**config.mk**
```make
export PLATFORM = sky130hd
export DESIGN_NAME = fe_dr4_reorder
export DESIGN_NICKNAME = d
export VERILOG_FILES = /design/src/rtl/fe_dr4_reorder.sv
export SDC_FILE = /design/constraint.sdc
export NUM_CORES = 2
export LEC_CHECK = 0
export CAP_MARGIN = 20
export CORE_MARGIN = 4
export CORE_UTILIZATION = 40
export DETAILED_ROUTE_END_ITERATION = 10
export PLACE_DENSITY = 0.6
export SLEW_MARGIN = 20
export SYNTH_ARGS = -nofsm -noshare
export SYNTH_HDL_FRONTEND = slang
export SYNTH_SLANG_ARGS = --single-unit
```
**constraint.sdc**
```tcl
create_clock -name clk -period 4.1 [get_ports clk]
set_input_delay 0.615 -clock clk [delete_from_list [all_inputs] [get_ports clk]]
set_output_delay 0.615 -clock clk [all_outputs]
set_load 0.05 [all_outputs]
```
**src/rtl/fe_dr4_reorder.sv**
```systemverilog
// rtl/fe_dr4_reorder.sv - radix-4 digit-reversed to natural-order frame reorder buffer
//
// Purpose: accepts complex samples in base-4 digit-reversed order, stores each
// frame into one of two ping-pong banks at its natural address, and streams
// a completed bank out in natural order, one sample per cycle.
//
// Ports:
//   clk          - clock, rising edge
//   rst_async_n  - asynchronous active-low reset
//   i_valid      - input sample present
//   i_sof        - start of frame (qualified by i_valid)
//   i_data[1:0]  - input sample, [0]=I, [1]=Q, signed NBW_IN
//   o_valid      - o_data holds a natural-order sample
//   o_sof        - first output sample (index 0) of a frame
//   o_data[1:0]  - output sample, [0]=I, [1]=Q, signed NBW_IN
//   o_drop       - one-cycle pulse when a partial frame is discarded
module fe_dr4_reorder #(
    parameter int NBW_IN = 11,
    parameter int LOG4N  = 3
) (
    input  logic                     clk,
    input  logic                     rst_async_n,
    input  logic                     i_valid,
    input  logic                     i_sof,
    input  logic signed [NBW_IN-1:0] i_data [1:0],
    output logic                     o_valid,
    output logic                     o_sof,
    output logic signed [NBW_IN-1:0] o_data [1:0],
    output logic                     o_drop
);
    localparam int AW = 2 * LOG4N;
    localparam int N  = 1 << AW;

    typedef enum logic {
        ST_IDLE = 1'b0,
        ST_RUN  = 1'b1
    } rd_state_t;

    // Bank select is the address MSB: entries [0..N-1] bank 0, [N..2N-1] bank 1.
    logic signed [NBW_IN-1:0] r_mem_i [2*N];
    logic signed [NBW_IN-1:0] r_mem_q [2*N];

    logic            r_wr_bank;
    logic [AW-1:0]   r_wr_cnt;
    rd_state_t       r_rd_state;
    logic            r_rd_bank;
    logic [AW-1:0]   r_rd_cnt;

    logic [AW-1:0]   w_wr_addr;
    logic            w_frame_done;

    // Reverse the order of the LOG4N base-4 digits (2-bit groups) of k.
    function automatic logic [AW-1:0] digrev(input logic [AW-1:0] k);
        logic [AW-1:0] r;
        r = '0;
        for (int d = 0; d < LOG4N; d++) begin
            r[2*d +: 2] = k[AW-2-2*d +: 2];
        end
        return r;
    endfunction

    // An i_sof sample is always index 0 regardless of where the counter was.
    assign w_wr_addr    = i_sof ? '0 : digrev(r_wr_cnt);
    // Frame completes when the N-th sample lands; an i_sof restarts instead.
    assign w_frame_done = i_valid && !i_sof && (r_wr_cnt == {AW{1'b1}});

    // Sample storage is deliberately not reset.
    always_ff @(posedge clk) begin
        if (i_valid) begin
            r_mem_i[{r_wr_bank, w_wr_addr}] <= i_data[0];
            r_mem_q[{r_wr_bank, w_wr_addr}] <= i_data[1];
        end
    end

    always_ff @(posedge clk or negedge rst_async_n) begin
        if (!rst_async_n) begin
            r_wr_bank  <= 1'b0;
            r_wr_cnt   <= '0;
            r_rd_state <= ST_IDLE;
            r_rd_bank  <= 1'b0;
            r_rd_cnt   <= '0;
            o_valid    <= 1'b0;
            o_sof      <= 1'b0;
            o_drop     <= 1'b0;
            o_data[0]  <= '0;
            o_data[1]  <= '0;
        end else begin
            o_drop <= 1'b0;

            // Write side
            if (i_valid) begin
                if (i_sof) begin
                    r_wr_cnt <= AW'(1);
                    if (r_wr_cnt != '0) begin
                        o_drop <= 1'b1;
                    end
                end else begin
                    r_wr_cnt <= r_wr_cnt + AW'(1);
                end
            end
            if (w_frame_done) begin
                r_wr_bank <= ~r_wr_bank;
            end

            // Read side
            if (r_rd_state == ST_RUN) begin
                o_data[0] <= r_mem_i[{r_rd_bank, r_rd_cnt}];
                o_data[1] <= r_mem_q[{r_rd_bank, r_rd_cnt}];
                o_valid   <= 1'b1;
                o_sof     <= (r_rd_cnt == '0);
                r_rd_cnt  <= r_rd_cnt + AW'(1);
                if (r_rd_cnt == {AW{1'b1}}) begin
                    r_rd_state <= ST_IDLE;
                end
            end else begin
                o_valid <= 1'b0;
                o_sof   <= 1'b0;
            end

            // A completing frame overrides the read-side defaults above; when it
            // coincides with the last read of the previous frame the stream
            // continues without a gap.
            if (w_frame_done) begin
                r_rd_bank  <= r_wr_bank;
                r_rd_cnt   <= '0;
                r_rd_state <= ST_RUN;
            end
        end
    end

endmodule

```
# Word-level counts from Yosys, hierarchy flattened
# Memories as Yosys holds them, arrays and structs flattened. A register that Yosys moved wholly into a read port is not among the register bits.
# Cells that the tools add are included.
# totals
latchBits	0
input_bits	26
elab_cells	37
mem_count	2
reg_bits	18
mem_bits_rw	2816
romBits	0
# mem_list
memory	words	word_bits	read_ports	rd_clocked_by_memory_dff	write_ports	line_no	source
r_mem_i	128	11	1	1	1	40	logic signed [NBW_IN-1:0] r_mem_i [2*N];
r_mem_q	128	11	1	1	1	41	logic signed [NBW_IN-1:0] r_mem_q [2*N];
# classes
reduce_logical	8
order_cmp	0
eq_ne	2
n_mux	14
multipliers	0
bitwise	1
div	0
shift	0
addsub	2
# op_table
op	n
2-to-1 mux 6 bit	4
adder 6 x 1 -> 6 bit, second input constant	2
== test 6 bit, second input constant	2
2-to-1 mux 1 bit	10
logical NOT 6 bit	1
nonzero test 6 bit	1
logical NOT 1 bit	3
logical AND 1 bit	2
nonzero test 2 bit	1
NOT 1 bit	1

# Depth between registers and ports, before layout
# depth
ltp_word	4
ltp_mapped	13

# Least setup slack after synthesis
# OpenSTA, ideal clock, no wires.
# synth_timing
kind	input to register
startpoint	input i_sof
endpoint	memory r_mem_i[124][0], enable pin
setup_ns	0.429
t_required_ns	3.671
cell_stages	6
arrival_ns	2.992
path_buffers	1
path_slack_ns	0.679
path_cell_list	clkbuf_1 nand2b_1 nor2_1 and4_1 nand2_1 nor3_1
# synth_via
elab_chain_cells	1
# synth_rtl
item	line_no	source
start: declaration	24	input logic i_sof,
2-to-1 mux 6 bit	63	assign w_wr_addr = i_sof ? '0 : digrev(r_wr_cnt);
end: declaration	40	
# No other way between the ends.

==> impl_metrics.csv <==
group,metric,value,unit
run_status,outcome,"finished, violations left",
run_status,failed_checks,"negative setup slack",
place,post-dp-hpwl,192000,um
floorplanning,initial_core_util,0.401,
place,io_buffers,50,
worst_setup_path,cp_num_buf_inv,4,
route,dr.pass1.iters,8,
finish,final_nets,5641,
power_and_ir_drop,power-per-cell-area,588,nW/um^2
hold_path,hold_path_class,"in2reg",
route,wl,321000,um
sta,clock.fmax,243,MHz
floorplanning,ioPinCount,51,
sta,final_hold_viol_count,0,
worst_setup_path,endpoint_kind,"register",
place,place_area,118000,sq um
finish,final.fill_count,22900,
worst_setup_path,crit_chain,"buf_12 -> buf_12 -> buf_12 -> mux4_2 -> a22oi_1 -> a32oi_1 -> nor3_1 -> buf_4 -> o31ai_1",
synth,synthCells,5134,
floorplanning,die_y,534,um
finish,drive_above_1_share,0.274,
clock_tree,cts_tree,"yes",
worst_setup_path,cpPeakStageDelay,0.93,ns
finish,multi_input_area,23300,sq um
route,ant_nets,0,
sta,setup_viol,1,
worst_setup_path,crit_type,"reg2reg",
clock_tree,cts_setup_buffers,0,
finish,layout_common_cells,"2816 x edfxtp_1, 542 x mux4_2, 378 x buf_4",
sta,layout_setup_ws,-0.00779,ns
flow_run,max-cap-violations,0,
worst_setup_path,cp_data_arrival_time,4.92,ns
worst_setup_path,required,4.91,ns
clock_tree,cts_buffers,309,
synth,async_flop_share,0.0140,
worst_setup_path,crit_slowest_cell,"nor3_1",
clock_tree,clockBufferDepth,4,
worst_setup_path,crit_fanout,17,
finish,area_delta_synth_final,14.9,%
route,vias,57100,
worst_setup_path,crit_path_frequent_cell,"buf_12",
global_route,grt_max_degree,107,
sta,setup_tns,-0.00779,ns
global_route,grt_overflow_total,0,
worst_setup_path,critPathTopFamily,"compound AO/OA/AOI/OAI gates",
floorplanning,die_w,534,um
clock_tree,clockRootBuffer,"clkbuf_16",
global_route,grt_pass1_vias,56000,
finish,register_area,85600,sq um
power_and_ir_drop,vdd_drop_max,544,uV
sta,slew_viol_final,0,
floorplanning,rows,193,
sta,max-slew-margin-rel,0.236,
synth,synthesis.nets,5164,
synth,syn_area_per_cell,21.6,sq um
sta,worst_pin_slew,1.15,ns
sta,min_period,4.11,ns
route,drtIter0Drc,7665,
synth,synth-edff-count,2816,
clock_tree,path_clk_slew,0.06,ns
global_route,grt_use_total,0.222,
finish,design_area,127000,sq um
finish,layout_commonest_cell,"edfxtp_1",
sta,clock_skew,0.0593,ns
route,routed_via_density,5.99,
synth,seq_area_frac_synth,0.772,
synth,yosysWarnings,0,
synth,synth_flop_cell,"edfxtp_1",
synth,ys_ff_latch,2856,
clock_tree,htree_levels,5,
global_route,grt_pass1_wl,448000,um
sta,rsz0062_at_grt,"no",
synth,synth_area,111000,sq um
worst_setup_path,cp-start-kind,"register",
clock_tree,cts.sinks,2856,
power_and_ir_drop,p_leak,0.0400,uW
floorplanning,dieArea,286000,sq um
floorplanning,coreArea,276000,sq um
clock_tree,worstSkewPairLatency,0.94,ns
place,gp_congestion,0.896,
synth,yosysUniqueCellTypes,83,
route,wl_per_cell,33.7,um
sta,period_share,1.00,
route,drc,0,
global_route,antenna_found_initial,23,
finish,utilization,0.461,
[cell type report]
type                            instances  area share
Antenna cell                            6    0.000118
Multi-Input combinational cell       1959       0.183
Inverter                               16    0.000560
Clock buffer                          384      0.0644
Timing Repair Buffer                  469      0.0340
Sequential cell                      2856       0.672
Clock inverter                        148     0.00989
Tap cell                             3705      0.0364
[logic make-up after synthesis]
logic type	after synthesis	synth area share
buf+inv	319	0.0213
simple gates	462	0.0182
xor+xnor	5	0.000395
fa+ha+maj	4	0.000452
mux	955	0.151
compound gates	533	0.0363
flops	2856	0.772
[per-layer routing]
| metal | share of wire | GRT usage | routed length, um | up-vias |
|---|---|---|---|---|
| met5 | 0.00023 | 0 | 74 | - |
| met4 | 0.042 | 0.0856 | 13500 | 12 |
| met3 | 0.094 | 0.0473 | 30300 | 576 |
| met2 | 0.46 | 0.340 | 149000 | 3101 |
| met1 | 0.40 | 0.313 | 129000 | 30800 |
| li1 | - | - | - | 22700 |
[synth_stat cells (all sizes together) (14+ instances only)]
cell       n  area, sq um
mux2      30          338
a21oi     85          425
edfxtp  2816        84600
o221ai    79          692
mux4     567        12900
nor3      30          150
dfrtp     40         1000
nand3     33          165
nor2     194          728
inv       14         52.6
a211oi    19          153
o21ai     63          315
o22ai     45          282
clkbuf   106          405
buf      196         1890
nor2b     14         87.6
a22oi     41          318
a221oi    86          835
nand2    135          507
mux2i    358         3580
[worst paths after layout]
check,start,end,slack [ns],cells after the start
max,r_rd_cnt[0]$_DFFE_PN0P_,o_data[15]$_DFFE_PN0P_,-0.008,9
min,i_data[3],r_mem_i[61][3]$_DFFE_PP_,0.17,1
max reg2reg,r_rd_cnt[0]$_DFFE_PN0P_,o_data[15]$_DFFE_PN0P_,-0.008,9
min reg2reg,r_wr_bank$_DFFE_PN0P_,r_rd_bank$_DFFE_PN0P_,0.60,2
max in group asynchronous,rst_async_n,r_rd_cnt[4]$_DFFE_PN0P_,2.88,3
min in group asynchronous,rst_async_n,o_valid$_DFF_PN0_,0.23,2
[worst reg2reg max path: cells and delay by family (launching register included)]
family | cells | cell delay, ns
muxes | 1 | 0.54
buffers and inverters | 4 | 0.96
AOI/OAI and AO/OA | 3 | 0.96
DFF | 1 | 0.59
and+or+nand+nor | 1 | 0.94
[stage by stage]
step / setup slack [ns] / hold slack, ns / cells / power [uW]
after floorplan: 0.679 / 0.319 / 5134 / 44300
after global placement: 0.292 / 0.540 / 9004 / 49200
after detailed placement: 0.298 / 0.584 / 9004 / 49200
after CTS: 0.282 / 0.144 / 9537 / 75500
after global routing: 0.0503 / 0.168 / 9538 / 77400
final: -0.00779 / 0.171 / 9543 / 74900
[registers in the layout, summed over array words and instances, names as in the netlist]
register and cells:
r_mem_i 1408, r_mem_q 1408, o_data 22, r_rd_cnt 6
r_wr_cnt 6, o_drop 1, o_sof 1, o_valid 1
r_rd_bank 1, r_rd_state 1, r_wr_bank 1
[where the power goes]
part,switching [uW],internal (uW)
combinational,8780,6960
sequential,476,32300
clock,11000,15400
[what timing repair did]
| item | CTS | global route |
|---|---|---|
| hold endpoints to repair | 9 | 0 |
| resized for setup | 0 | 0 |
| hold buffers | 1 | 0 |
(Power assumes the default switching activity.)
